**src/rtl/queue33_reader_pkg.sv**
```systemverilog
// Shared definitions for the 33-bit message queue reader: word layout, state encodings, defaults.
package queue33_reader_pkg;

  localparam int LAST_BIT  = 32;
  localparam int LEN_W_DEF = 6;

  typedef enum logic [1:0] {
    ST_IDLE  = 2'd0,
    ST_BODY  = 2'd1,
    ST_FLUSH = 2'd2
  } state_t;

endpackage

```
**src/rtl/queue33_reader.sv**
```systemverilog
// Consumer-side controller for the 33-bit message queue: pops words into a one-deep output
// register and reports message length at message end. Optional feature macro: QREADER_LENCHK_EN.
module queue33_reader
  import queue33_reader_pkg::*;
#(
  parameter int DW      = LAST_BIT,
  parameter int LEN_W   = LEN_W_DEF,
  parameter int MAX_LEN = 63
) (
  input  logic             clk,
  input  logic             rst,
  input  logic [DW:0]      q_dout,
  input  logic             q_empty,
  output logic             q_rd_en,
  output logic [DW-1:0]    out_data,
  output logic             out_last,
  output logic             out_valid,
  input  logic             out_ready,
  output logic             msg_done,
  output logic [LEN_W-1:0] msg_len,
  output logic             msg_err
);

  if (MAX_LEN >= 2**LEN_W) begin : g_bad_max_len
    $error("queue33_reader: MAX_LEN must be below 2**LEN_W");
  end

  state_t           state;
  logic [LEN_W-1:0] count;
  logic [LEN_W-1:0] count_inc;
  logic             err_q;
  logic             pop;
  logic             in_last;
  logic             trunc;

  function automatic logic [LEN_W-1:0] sat_inc(input logic [LEN_W-1:0] c);
    return (&c) ? c : c + 1'b1;
  endfunction

  // The queue has no underflow guard, so the pop must be gated by q_empty here.
  assign pop       = !q_empty && (state == ST_FLUSH || !out_valid || out_ready);
  assign q_rd_en   = pop;
  assign in_last   = q_dout[DW];
  assign count_inc = sat_inc(count);

`ifdef QREADER_LENCHK_EN
  assign trunc = pop && (state != ST_FLUSH) && !in_last && (count == LEN_W'(MAX_LEN - 1));
`else
  assign trunc = 1'b0;
`endif

  // msg_len/err_q are captured with the last word, so they stay aligned to its handshake.
  assign msg_done = out_valid && out_ready && out_last;
  assign msg_err  = msg_done && err_q;

  always_ff @(posedge clk or posedge rst) begin
    if (rst) begin
      state     <= ST_IDLE;
      count     <= '0;
      out_valid <= 1'b0;
      out_data  <= '0;
      out_last  <= 1'b0;
      msg_len   <= '0;
      err_q     <= 1'b0;
    end else begin
      if (out_valid && out_ready)
        out_valid <= 1'b0;

      if (pop && state != ST_FLUSH) begin
        out_valid <= 1'b1;
        out_data  <= q_dout[DW-1:0];
        out_last  <= in_last || trunc;
      end

      if (pop) begin
        case (state)
          ST_IDLE, ST_BODY: begin
            if (in_last || trunc) begin
              msg_len <= count_inc;
              err_q   <= trunc;
              count   <= '0;
              state   <= trunc ? ST_FLUSH : ST_IDLE;
            end else begin
              count <= count_inc;
              state <= ST_BODY;
            end
          end
          ST_FLUSH: begin
            if (in_last)
              state <= ST_IDLE;
          end
          default: state <= ST_IDLE;
        endcase
      end
    end
  end

endmodule
```
**config.mk**
```make
export PLATFORM = sky130hd
export DESIGN_NAME = queue33_reader
export DESIGN_NICKNAME = d
export VERILOG_FILES = /design/src/rtl/queue33_reader_pkg.sv /design/src/rtl/queue33_reader.sv
export SDC_FILE = /design/constraint.sdc
export NUM_CORES = 1
export LEC_CHECK = 0
export CAP_MARGIN = 30
export CORE_MARGIN = 4
export CORE_UTILIZATION = 35
export DETAILED_ROUTE_END_ITERATION = 10
export PLACE_DENSITY = 0.7
export RECOVER_POWER = 25
export SLEW_MARGIN = 20
export SYNTH_ARGS = -nofsm -noshare
export SYNTH_HDL_FRONTEND = slang
export SYNTH_SLANG_ARGS = --single-unit
```
**constraint.sdc**
```tcl
create_clock -name clk -period 2.1 [get_ports clk]
set_input_delay 0.63 -clock clk [delete_from_list [all_inputs] [get_ports clk]]
set_output_delay 0.63 -clock clk [all_outputs]
set_load 0.01 [all_outputs]
```
### Word-level counts from Yosys, hierarchy flattened

Index checks and enable logic that the tools add are counted.

* register bits after elaboration: 48
* logic and storage cells: 33

* add/sub/neg operators: 1
* equal/unequal tests: 4
* muxes and demuxes: 7
* reductions and logical operators: 15

Operators with widths (number)
* 2-to-1 mux 6 bit: 2
* adder 6 x 1 -> 6 bit, second input constant: 1
* AND reduction 6 bit: 1
* logical AND 1 bit: 4
* inequality test 2 bit, second input constant: 2
* one-hot mux 2 bit (2 select lines): 1
* AND reduction 2 bit: 2
* 2-to-1 mux 1 bit: 3
* AND reduction 3 bit: 1
* == test 2 x 1 -> 1 bit, second input constant: 1
* == test 2 bit, second input constant: 1
* zero test 1 bit: 2
* zero test 2 bit: 1
* logical OR 1 bit: 2
* 2-to-1 mux 2 bit: 1
* nonzero test 2 bit: 1
* OR reduction 2 bit: 1

### Depth between registers and ports, before layout

* depth in word-level cells: 6
* depth in mapped cells: 5
* gate-level depth less buffers: 4

### Least setup slack after synthesis

OpenSTA, ideal clock, no wires.

* kind: input port to output port
* start point: input port out_ready
* end point: output port q_rd_en
* arrival time: 1.076 ns
* slack: 0.394 ns
* cell stages on the path: 4
* buffers on the path: 1
* path through: nand2b_4 nand2_4 inv_4 buf_6

* cells in the longest elaborated chain, start to end: 2

Ends and longest elaborated chain
* start, declared: RTL line queue33_reader.sv:18 `input logic out_ready,`
* logical OR 1 bit: RTL line queue33_reader.sv:41 `assign pop = !q_empty && (state == ST_FLUSH || !out_valid || out_ready);`
* logical AND 1 bit: RTL line queue33_reader.sv:41
* end, declared: RTL line queue33_reader.sv:14 `output logic q_rd_en,`

Every way passes these cells.

### Worst setup path in the final report

* start point: input port q_empty
* end point: output port q_rd_en

* cells in the longest elaborated chain, start to end: 2

Ends and longest elaborated chain
* start, declared: RTL line queue33_reader.sv:13 `input logic q_empty,`
* zero test 1 bit: RTL line queue33_reader.sv:41
* logical AND 1 bit: RTL line queue33_reader.sv:41

Every way passes these cells.

==> run summary <==
The number of enable-type register cells in the synthesized netlist is 0. The half-perimeter wire length of the detailed placement result came out at 3230 um. The floorplan step set the die width to 83.8 um. The arrival time at the worst endpoint came out at 1410 ps.

The worst setup path is launched from an input port. The full die area is 7030 sq um. The worst setup path is captured at an output port. After synthesis, flip-flops and latches occupy between 50% and 60% of the total area. The count of final max-slew check failures was 0. Counting cells, the worst reg-to-reg path comes to 4. The count of nets left with antenna violations once routing finished came out at 0. The final number of hold-violating endpoints is 0.

For this run, design rule violations remaining after detail routing come to 0. In the final routed layout, each cell accounts on average for between 10 and 15 um. The clock period minus final worst setup slack came out at 2040 ps.

By startpoint and endpoint, the worst setup path is classified as input port to output port. After synthesis the cells add up to 2010 sq um. The post-route fraction of the period consumed by the critical path is 97.0%. The reported max-cap violation count is 0. The antenna cell count is 0.

The number of placement rows came out at 27. The all-layer global routing usage came out at between 10% and 20%. The tree built by TritonCTS fans out to 46 sinks. The hold path depth came out at 1. The port buffer count came out at 78.

The clock tree root driver cell is clkbuf_8. Following the worst setup path forward leads to its endpoint at q_rd_en. The reported leakage power came out at 1.26 nW. Traced cell by cell, the critical path runs through clkdlybuf4s50_1 -> inv_2 -> nand2_4 -> inv_4 -> buf_2. The via-per-instance ratio came out at 4.88. The starting density of the core came out at 36.3%. In this run the critical register-to-register path is launched from count[0]. In this run, post-CTS repair resized a total of 6 instances. Among all flip-flop cells after synthesis, the most frequent one is dfrtp_1.

Setup repair after global routing left no endpoint under its margin. The detailed router's first-iteration violation count is about 140. The post-route clock skew is 3.20 ps.

The distinct cell type count of the synthesized netlist is 37. After detailed routing, the total wire length is 4460 um. In this run the critical register-to-register path is captured at count[0]. The total design power came out at 2.23 mW. The required time reported for the critical path endpoint is 1470 ps. The post-CTS setup buffer count came out at 0. The number of top-level pins is 80. The detailed-router iteration count before antenna repair is 4. The total of hold buffers inserted after clock tree synthesis is 0. Averaged over all synthesized cells, the footprint is roughly 14 sq um. The cell area after placement came out at 2890 sq um.

In this run, CTS created clock tree buffers numbering 5. The gate count after technology mapping came out at 148. The power density over the cells is 752 nW/um^2.

The setup slack on the worst flop-to-flop path is around 380 ps. Along the worst path, the maximum fanout reaches 2. Yosys printed 0 warnings.

The fmax is 0.491 GHz. The remaining global-route overflow is 0. The insertion delay to the later sink of the worst-skew pair is around 300 ps.

The share of synthesized registers carrying an async set or reset is 100%. The via count of the routed design came out at 1,498. After floorplanning, the core was sized to cover 5540 sq um. The number of global-route vias before repair was 1,602. For the pin with the worst max-slew slack, the measured transition is 520 ps.

The most critical setup path has its startpoint at q_empty. The fraction of final layout cells sized beyond drive strength 1 is 26.0%. The number of flip-flops and latches in the synthesized netlist came out at 46.

The synthesis-to-finish area growth came out at 47.5%. The final setup violation count is 0. The final layout contains between 200 and 300 nets. The peak ir drop on the vdd network came out at 0.000455 V. The wire length of the first global-routing pass came out at 7510 um. When the netlist entered floorplanning its net count stood at between 150 and 200. The min-delay analysis places its worst path in the category flop to flop. The largest net degree at the start of global routing is 40. The cell area after layout is 2970 sq um.

The number of antenna violations at the first check in global routing came out at 0. The CTS tree is yes. For this design, the slowest cell found on the critical path is clkdlybuf4s50_1. The chip height is 83.8 um. In this run the tightest slew margin relative to its limit is approximately two thirds. The flow ran to the end, and the final reports show no timing, DRC or antenna violations. The number of buffers on the longest clock path is 2. The largest incremental delay on the critical path is approximately 500 ps. The post-CTS clock slew at the launch and capture registers of the worst setup and hold paths came out at 90 ps. The congestion estimate from routability-driven global placement came to around 0.88. The H-tree depth is 2.
[area by class of cell]
class                   instances  area (sq um)
repair buffers                 87           841
multi-input cells              90           773
inverters                       4          17.5
flip-flops and latches         46          1150
clock buffers                   6          82.6
clock inverters                 2          12.5
fillers                       521          2570
well taps                      72          90.1
[cells by family after synthesis]
family / count (synthesis) / share of synthesized area, %
other cells: 1 / 0.186
mux: 35 / 19.6
fa+ha+maj: 1 / 0.622
flops: 46 / 57.2
xor+xnor: 1 / 0.435
simple gates: 22 / 7.40
compound gates: 30 / 10.2
buf+inv: 12 / 4.35
[worst max-delay path, delay by kind of cell]
kind                   cells  cell delay, ps
buffers and inverters      4             710
and+or+nand+nor            1              70
[sequential cells by signal, summed over array words and instances, names as in the netlist]
register,count
count,6
msg_len,6
out_data,32
out_last,1
out_valid,1
[per-stage QoR]
step | hold slack (ps) | setup TNS (ps) | std cells | setup slack [ps] | utilization (%)
after floorplan | 531 | 0 | 148 | 382 | -
after global placement | 486 | -6990 | 299 | -454 | 52.2
after detailed placement | 495 | -7430 | 299 | -455 | 52.2
after CTS | 515 | 0 | 307 | 55.8 | 53.8
after global routing | 524 | 0 | 307 | 3.22 | 53.6
final | 508 | 0 | 307 | 62.9 | 53.6
[power breakdown]
group	switching [mW]	total, mW	internal [mW]
registers	0.0751	1.08	1.01
clock network	0.293	0.558	0.265
logic	0.220	0.592	0.372
[per-layer routing]
metal  GRT usage (%)  vias to the layer above  routed length (um)
met5               0                        -                   0
met4            4.68                        0                  62
met3            7.40                        7                 552
met2            20.2                       71                2030
met1            15.9                      714                1810
li1                -                      706                   -
[worst min path at each step]
| stage | start | to | slack (ps) |
|---|---|---|---|
| final | out_data[7] | out_data[7] | 510 |
| after floorplan | out_last | out_last | 530 |
| after global placement | out_last | out_last | 490 |
| after CTS | out_data[1] | out_data[1] | 510 |
| after detailed placement | out_data[13] | out_data[13] | 490 |
| after global routing | out_data[16] | out_data[16] | 520 |
[cells in the final DEF, fill, tap and decap left out, drive strengths merged, types with 2 or more instances in the layout]
cell	n
clkdlybuf4s50	74
and4	2
o31ai	2
buf	9
o22a	2
dlygate4sd2	2
and2b	3
inv	4
nand2	4
mux2	35
a31oi	6
nand2b	2
and3	2
o21ai	5
a21oi	7
clkbuf	7
nor3	2
nand3	4
dfrtp	46
[Yosys cell counts, types with 2 or more instances]
| cell | instances | share of area, % |
|---|---|---|
| mux2_2 | 35 | 20 |
| a21oi_1 | 7 | 1.7 |
| and4_1 | 2 | 0.87 |
| a31oi_1 | 6 | 1.9 |
| inv_1 | 2 | 0.37 |
| o21ai_0 | 5 | 1.2 |
| nand2_1 | 3 | 0.56 |
| nor3_1 | 2 | 0.50 |
| o31ai_1 | 2 | 0.75 |
| o22a_1 | 2 | 0.87 |
| dfrtp_1 | 46 | 57 |
| and2b_1 | 3 | 1.1 |
| buf_2 | 2 | 0.50 |
| buf_4 | 2 | 0.75 |
| buf_6 | 4 | 2.2 |
| nand3_1 | 4 | 1.0 |
No activity file was read; power rests on OpenSTA's default activity.
